$ cat src/rtl/tdm_pkg.sv
// Constants and the receiver state type shared by the TDM transmit and receive sides.
package tdm_pkg;

    localparam int TDM_SLOTS     = 8;
    localparam int TDM_SLOT_BITS = 32;
    localparam int TDM_DATA_BITS = 24;

    typedef enum logic {
        ST_HUNT = 1'b0,
        ST_RUN  = 1'b1
    } tdm_state_e;

endpackage

$ cat src/rtl/tdm_edge_sync.sv
// Brings bclk/wclk/tdm_in into the mclk domain and flags each bclk rising edge.
// wclk and tdm_in get one extra stage so they line up with the registered bit_en pulse.
module tdm_edge_sync
    import tdm_pkg::*;
(
    input  logic mclk,
    input  logic rst_n,
    input  logic bclk,
    input  logic wclk,
    input  logic tdm_in,
    output logic bit_en,
    output logic wclk_sync,
    output logic data_sync
);

    logic bclk_meta, bclk_s, bclk_hist;
    logic wclk_meta, wclk_s;
    logic data_meta, data_s;

    always_ff @(posedge mclk) begin
        if (!rst_n) begin
            bclk_meta <= 1'b0;
            bclk_s    <= 1'b0;
            bclk_hist <= 1'b0;
            bit_en    <= 1'b0;
            wclk_meta <= 1'b0;
            wclk_s    <= 1'b0;
            wclk_sync <= 1'b0;
            data_meta <= 1'b0;
            data_s    <= 1'b0;
            data_sync <= 1'b0;
        end else begin
            bclk_meta <= bclk;
            bclk_s    <= bclk_meta;
            bclk_hist <= bclk_s;
            bit_en    <= bclk_s & ~bclk_hist;
            wclk_meta <= wclk;
            wclk_s    <= wclk_meta;
            wclk_sync <= wclk_s;
            data_meta <= tdm_in;
            data_s    <= data_meta;
            data_sync <= data_s;
        end
    end

endmodule

$ cat src/rtl/tdm_rx.sv
// TDM serial receiver: per-slot MSB-first capture with frame-sync lock tracking.
// TDM_RX_FRAME_CHECK_EN enables frame-length checking and the sync_err pulse.
module tdm_rx
    import tdm_pkg::*;
#(
    parameter int SLOTS     = TDM_SLOTS,
    parameter int SLOT_BITS = TDM_SLOT_BITS,
    parameter int DATA_BITS = TDM_DATA_BITS
) (
    input  logic                     mclk,
    input  logic                     rst_n,
    input  logic                     bclk,
    input  logic                     wclk,
    input  logic                     tdm_in,
    output logic [DATA_BITS-1:0]     sample_data,
    output logic [$clog2(SLOTS)-1:0] sample_slot,
    output logic                     sample_valid,
    output logic                     frame_start,
    output logic                     locked,
    output logic                     sync_err
);

    localparam int BW  = $clog2(SLOT_BITS);
    localparam int SW  = $clog2(SLOTS);
    localparam int SHW = DATA_BITS - 1;
    localparam logic [BW-1:0] BIT_LAST  = BW'(SLOT_BITS - 1);
    localparam logic [BW-1:0] BIT_DLAST = BW'(DATA_BITS - 1);
    localparam logic [SW-1:0] SLOT_LAST = SW'(SLOTS - 1);

    logic            bit_en, wclk_sync, data_sync, wclk_prev;
    logic            sync_ev, frame_end, in_word, word_done, drop_word;
    tdm_state_e      state;
    logic [BW-1:0]   bit_cnt;
    logic [SW-1:0]   slot_cnt;
    logic [SHW-1:0]  shift;

    tdm_edge_sync u_sync (
        .mclk      (mclk),
        .rst_n     (rst_n),
        .bclk      (bclk),
        .wclk      (wclk),
        .tdm_in    (tdm_in),
        .bit_en    (bit_en),
        .wclk_sync (wclk_sync),
        .data_sync (data_sync)
    );

    // Counters hold the position of the bit arriving at this bit_en.
    assign sync_ev   = bit_en & wclk_sync & ~wclk_prev;
    assign frame_end = (slot_cnt == SLOT_LAST) && (bit_cnt == BIT_LAST);
    assign in_word   = (bit_cnt <= BIT_DLAST);
    assign word_done = (bit_cnt == BIT_DLAST);

`ifdef TDM_RX_FRAME_CHECK_EN
    assign drop_word = sync_ev & ~frame_end;
`else
    assign drop_word = 1'b0;
    assign sync_err  = 1'b0;
`endif

    always_ff @(posedge mclk) begin
        if (!rst_n) begin
            state        <= ST_HUNT;
            locked       <= 1'b0;
            bit_cnt      <= '0;
            slot_cnt     <= '0;
            shift        <= '0;
            wclk_prev    <= 1'b0;
            sample_data  <= '0;
            sample_slot  <= '0;
            sample_valid <= 1'b0;
            frame_start  <= 1'b0;
`ifdef TDM_RX_FRAME_CHECK_EN
            sync_err     <= 1'b0;
`endif
        end else begin
            sample_valid <= 1'b0;
            frame_start  <= 1'b0;
`ifdef TDM_RX_FRAME_CHECK_EN
            sync_err     <= 1'b0;
`endif
            if (bit_en) begin
                wclk_prev <= wclk_sync;
                case (state)
                    ST_HUNT: begin
                        if (sync_ev) begin
                            state       <= ST_RUN;
                            locked      <= 1'b1;
                            frame_start <= 1'b1;
                            bit_cnt     <= '0;
                            slot_cnt    <= '0;
                        end
                    end
                    ST_RUN: begin
                        if (in_word) begin
                            shift <= SHW'({shift, data_sync});
                        end
                        // A word completing on the frame's last bit still goes out ahead of the resync.
                        if (word_done && !drop_word) begin
                            sample_data  <= {shift, data_sync};
                            sample_slot  <= slot_cnt;
                            sample_valid <= 1'b1;
                        end
                        if (sync_ev) begin
                            bit_cnt  <= '0;
                            slot_cnt <= '0;
`ifdef TDM_RX_FRAME_CHECK_EN
                            if (frame_end) frame_start <= 1'b1;
                            else           sync_err    <= 1'b1;
`else
                            frame_start <= 1'b1;
`endif
                        end else if (bit_cnt == BIT_LAST) begin
                            bit_cnt  <= '0;
                            slot_cnt <= frame_end ? '0 : slot_cnt + 1'b1;
`ifdef TDM_RX_FRAME_CHECK_EN
                            if (frame_end) begin
                                sync_err <= 1'b1;
                                state    <= ST_HUNT;
                                locked   <= 1'b0;
                            end
`endif
                        end else begin
                            bit_cnt <= bit_cnt + 1'b1;
                        end
                    end
                    default: state <= ST_HUNT;
                endcase
            end
        end
    end

endmodule

$ cat config.mk
export PLATFORM = sky130hd
export DESIGN_NAME = tdm_rx
export DESIGN_NICKNAME = d
export VERILOG_FILES = /design/src/rtl/tdm_pkg.sv /design/src/rtl/tdm_edge_sync.sv /design/src/rtl/tdm_rx.sv
export SDC_FILE = /design/constraint.sdc
export NUM_CORES = 1
export LEC_CHECK = 0
export ABC_AREA = 1
export CAP_MARGIN = 30
export CORE_AREA = 2 2 75 95
export DETAILED_ROUTE_END_ITERATION = 6
export DIE_AREA = 0 0 77 97
export PLACE_DENSITY = 0.65
export SYNTH_ARGS = -nofsm -noshare
export SYNTH_HDL_FRONTEND = slang
export SYNTH_HIERARCHICAL = 1
export SYNTH_SLANG_ARGS = --single-unit
export TNS_END_PERCENT = 50
$ cat constraint.sdc
create_clock -name mclk -period 2.14 [get_ports mclk]
set_clock_uncertainty 0.2 [all_clocks]
set_input_delay 0.535 -clock mclk [delete_from_list [all_inputs] [get_ports mclk]]
set_output_delay 0.535 -clock mclk [all_outputs]
set_load 0.02 [all_outputs]
Yosys cells after proc, flatten, opt, wreduce, memory -nomap -nowiden:

Cells that the tools add are included.
Widths: inputs -> output; s select.

* $add $sub $neg: 2
* $mul: 0
* div/mod/pow operators: 0
* order comparisons: 1
* equal/unequal tests: 5
* shifts and indexed selects: 0
* multiplexer cells: 12
* bitwise operators: 6
* reductions and logical operators: 8

Operators with widths (number)
* $mux 5: 3
* $reduce_and 3->1: 5
* $mux 3: 4
* $eq 5x5->1 const B: 2
* $pmux 5 s2: 1
* $pmux 3 s2: 1
* $add 5x1->5 const B: 1
* $le 5x5->1 const B: 1
* $reduce_and 2->1: 2
* $add 3x1->3 const B: 1
* $and 1x1->1: 3
* $eq 3x3->1 const B: 1
* $mux 1: 3
* $ne 3x2->1 const B: 1
* $not 1->1: 3
* $ne 2x2->1 const B: 1
* $logic_and 1x1->1: 1

* register bits after elaboration: 73
* latch bits: 0
* memory bits (writable): 0
* ROM bits: 0
* output and inout port bits: 31
* logic and storage cells: 54
* memories: 0

Logic depth before layout (Yosys ltp):

* word-level depth: 6
* mapped depth: 9
* mapped depth without buffers: 9

By module:

Netlist, hierarchy kept.

Modules (own cells, without submodules)
* tdm_rx: instances 1, cells each 347, area an instance 2566.2 um2, sequential area each 1261.2 um2
* tdm_edge_sync: instances 1, cells each 30, area an instance 292.8 um2, sequential area each 200.2 um2

Worst setup path after synthesis:

No wires, ideal clock.

* kind: register to register
* start point: reg bit_cnt[0]
* end point: reg slot_cnt[1]
* arrival: 1.308 ns
* required time: 1.870 ns
* setup slack: 0.562 ns
* stages on the path, launching flop included: 9
* buffers on the path: 0
* path through: dfxtp_1 > ha_1 > nand2_1 > nor2_1 > ha_1 > nand2_1 > nor2_1 > nand2_1 > a21oi_1

* longest elaborated chain between the ends: 6
* elaborated cells on any way between the ends: 8
* classes of those cells: 2 x eq/ne; 4 x mux; 2 x reduce/logical

RTL lines
* start: declaration: line tdm_rx.sv:33 `logic [BW-1:0] bit_cnt;`
* start signal: assignment: line tdm_rx.sv:124 `bit_cnt <= bit_cnt + 1'b1;`
* $eq 5x5->1 *: line tdm_rx.sv:50, tdm_rx.sv:113
* $logic_and 1x1->1: line tdm_rx.sv:50 `assign frame_end = (slot_cnt == SLOT_LAST) && (bit_cnt == BIT_LAST);`
* $mux 3: line tdm_rx.sv:115 `slot_cnt <= frame_end ? '0 : slot_cnt + 1'b1;`
* $mux 3: line tdm_rx.sv:113 `end else if (bit_cnt == BIT_LAST) begin`
* $mux 3: line tdm_rx.sv:104 `if (sync_ev) begin`
* $pmux 3 s2: line tdm_rx.sv:84 `case (state)`
* end signal: assignment: line tdm_rx.sv:115
* end: declaration: line tdm_rx.sv:34 `logic [SW-1:0] slot_cnt;`

Every way passes the cells marked *; elsewhere a longest branch is shown, timed or not. The select of a mux whose other input is x is not followed.
A chain may end at the register's enable or synchronous reset.

Worst setup path after layout:

* start point: reg sample_data[1]
* end point: out sample_data[1]

RTL lines
* start: declaration: line tdm_rx.sv:15 `output logic [DATA_BITS-1:0] sample_data,`
* start signal: assignment: line tdm_rx.sv:100 `sample_data <= {shift, data_sync};`

No word-level cell between the ends.

==> key figures <==
Setup path
  • Critical path type: register to output pin
  • Kind of start point of the critical path: register
  • CP required: 1400 ps
  • Delay-heaviest family, CP: buffers and inverters
  • Crit path depth: 1
  • Critical path cell sequence: clkdlybuf4s50_1
  • CP peak stage delay: 610 ps
  • Worst reg-to-reg path cell count: 8
  • Worst Path Buf+Inv: 1
  • Critical Path Fanout Max: 2
  • Setup crit end kind: output pin
  • Crit path DAT: 1320 ps
  • Crit path max-delay cell type: clkdlybuf4s50_1

Drt
  • Initial DRC Count: 163
  • Drt wl/cell: 10.5 um
  • Final wirelength: 5290 um
  • Met3 wire length: 161 um
  • Highest routed layer: met4
  • Antenna Violating Nets Remaining: 0
  • Met1 WL: 2440 um
  • # DRC: 0
  • Drt first pass iters: 4
  • Vias per inst: 4.73
  • Met2 wire length: 2480 um
  • Total number of vias: 2,381

Synth
  • Post-synthesis cell count: 377
  • Synth Register Bits: 73
  • Net Count, Synth: 387
  • Sequential area share after synthesis: 0.511
  • Yosys warning total: 6
  • Avg Inst Size Synth: 7.58 sq um
  • Distinct cells, synth: 24
  • Cell Area, Synth: 2860 sq um

Global routing
  • Number of global-route vias before repair: 2,077
  • Global-route wire length before repair: 9420 um
  • Pin count of the biggest net entering global routing: 30
  • Initial antenna violation count: 0
  • Gr usage total: 0.157
  • GRT overflow: 0

Clock tree
  • CTS max path bufs: 2
  • CTS buffer count: 9
  • H-tree levels: 3
  • Clock sinks: 73
  • Clock-pin slew of the registers on the worst-case setup and hold paths: 70 ps
  • # resized after CTS: 0
  • Hold_buf cts: 0
  • CTS tree: done
  • Skew-Pair Late Insertion Delay: 340 ps
  • CTS Root Cell: clkbuf_8
  • Post-CTS setup buffers: 0

Layout
  • Diodes inserted: 0
  • Layout Cells excl Fill: 503
  • Fraction of layout cells with a size suffix above 1: 0.0817
  • Final nets: 421
  • Final Cell Area: 3450 sq um
  • Synthesis-to-finish area growth: 20.5%
  • Layout fillers: 710

Floorplan
  • CORE AREA: 6520 sq um
  • Die X: 77 um
  • Initial Util: 0.438
  • I/O pin cnt: 36
  • Row count: 33
  • Die footprint: 7470 sq um
  • DIE HEIGHT: 97 um

Hold path
  • Hold path depth: 1
  • HP Class: register to register

Placement
  • PortBufs: 34
  • Final HPWL DP: 3510 um
  • Placed insts: 487
  • Placed instance area: 3250 sq um
  • Routability cong.: 0.882

Pwr
  • Leakage: 1.39 nW
  • Pwr Density: 713 nW/um^2
  • Total Power: 2.46 mW
  • Max VDD drop: 0.506 mV

STA
  • Final Max Tran Viols: 0
  • Worst-Margin Slew: 512 ps
  • Final worst path period share: 0.959
  • Final min period: 2050 ps
  • Max frequency: 487 MHz
  • TNS Setup: 0 ps
  • Final hold violations: 0
  • Finish-stage setup viols: 0
  • Slew headroom: 0.658
  • RSZ-0062 raised after global routing: no

Job
  • Total of max-cap violations: 0

Status
  • Status: finished clean
[Yosys cell counts (all sizes together)]
cell,count,area [sq um]
nor2,86,325
o21ai,27,135
nand3,34,175
mux2i,1,10.0
clkbuf,9,33.8
inv,44,170
xor2,1,8.76
dfxtp,73,1460
a21oi,31,155
buf,13,98.8
ha,5,62.6
a22o,1,8.76
nand2,50,198
nand4,1,12.5
conb,1,3.75
[path summary, 6_finish.rpt]
check	startpoint	end	slack [ps]
worst max-delay path	sample_data[1]$_SDFFE_PN0P_	sample_data[1]	90
worst min-delay path	u_sync/bclk_hist$_SDFF_PN0_	u_sync/bit_en$_SDFF_PN0_	190
worst max register to register	bit_cnt[0]$_SDFFE_PN0P_	slot_cnt[0]$_SDFFE_PN0P_	390
worst min register to register	u_sync/bclk_hist$_SDFF_PN0_	u_sync/bit_en$_SDFF_PN0_	190
[through the flow]
stage | util | setup slack [ps] | hold WS [ps]
floorplan | - | 562 | 181
global placement | 0.499 | 434 | 184
detailed placement | 0.499 | 406 | 184
CTS | 0.528 | 50.4 | 194
global route | 0.528 | 23.2 | 201
finish | 0.528 | 88.6 | 193
[cell families (layout without fill, tap and decap cells)]
family	count (synthesis)	count (layout)	share of synthesized area
buffers and inverters	66	105	0.106
flip-flops	73	73	0.511
adder cells (fa/ha/maj)	5	5	0.0219
AND/OR/NAND/NOR	171	171	0.249
XOR/XNOR	1	1	0.00306
other	1	1	0.00131
AO/OA/AOI/OAI	59	59	0.105
multiplexers	1	1	0.00350
[power by group]
group	internal [mW]	switching, mW	total [mW]	leakage, nW
clock	0.545	0.477	1.02	0.102
sequential	1.37	0.00301	1.37	0.589
combinational	0.0263	0.0413	0.0676	0.700
[metal layers]
| metal | global-route usage | vias to the layer above |
|---|---|---|
| li1 | - | 1247 |
| met1 | 0.187 | 1072 |
| met2 | 0.252 | 46 |
| met3 | 0.0373 | 16 |
| met4 | 0.103 | 0 |
| met5 | 0 | - |
[sequential cells by signal, summed over array words and instances, names as in the netlist, 3 cells and up]
name,cells
sample_data,24
sample_slot,3
shift,23
bit_cnt,5
slot_cnt,3
[layout by cell type (no fill, tap or decap), types with 2 or more instances in the layout]
| cell type | instances |
|---|---|
| dfxtp_1 | 73 |
| a21oi_1 | 31 |
| buf_4 | 11 |
| inv_1 | 42 |
| nand3_1 | 33 |
| ha_1 | 5 |
| clkbuf_8 | 13 |
| o21ai_1 | 5 |
| o21ai_0 | 22 |
| clkinv_2 | 2 |
| clkdlybuf4s50_1 | 33 |
| nor2_1 | 85 |
| nand2_1 | 48 |
[cell type report]
type                            instances  area (sq um)  share of cell area
Clock buffer                           14           183              0.0530
Multi-Input combinational cell        238          1090               0.318
Inverter                               44           170              0.0494
Sequential cell                        73          1460               0.424
Tap cell                               87           109              0.0316
Clock inverter                          2          10.0             0.00290
Timing Repair Buffer                   45           418               0.121
Note: power is estimated with default switching activity, not from simulation.
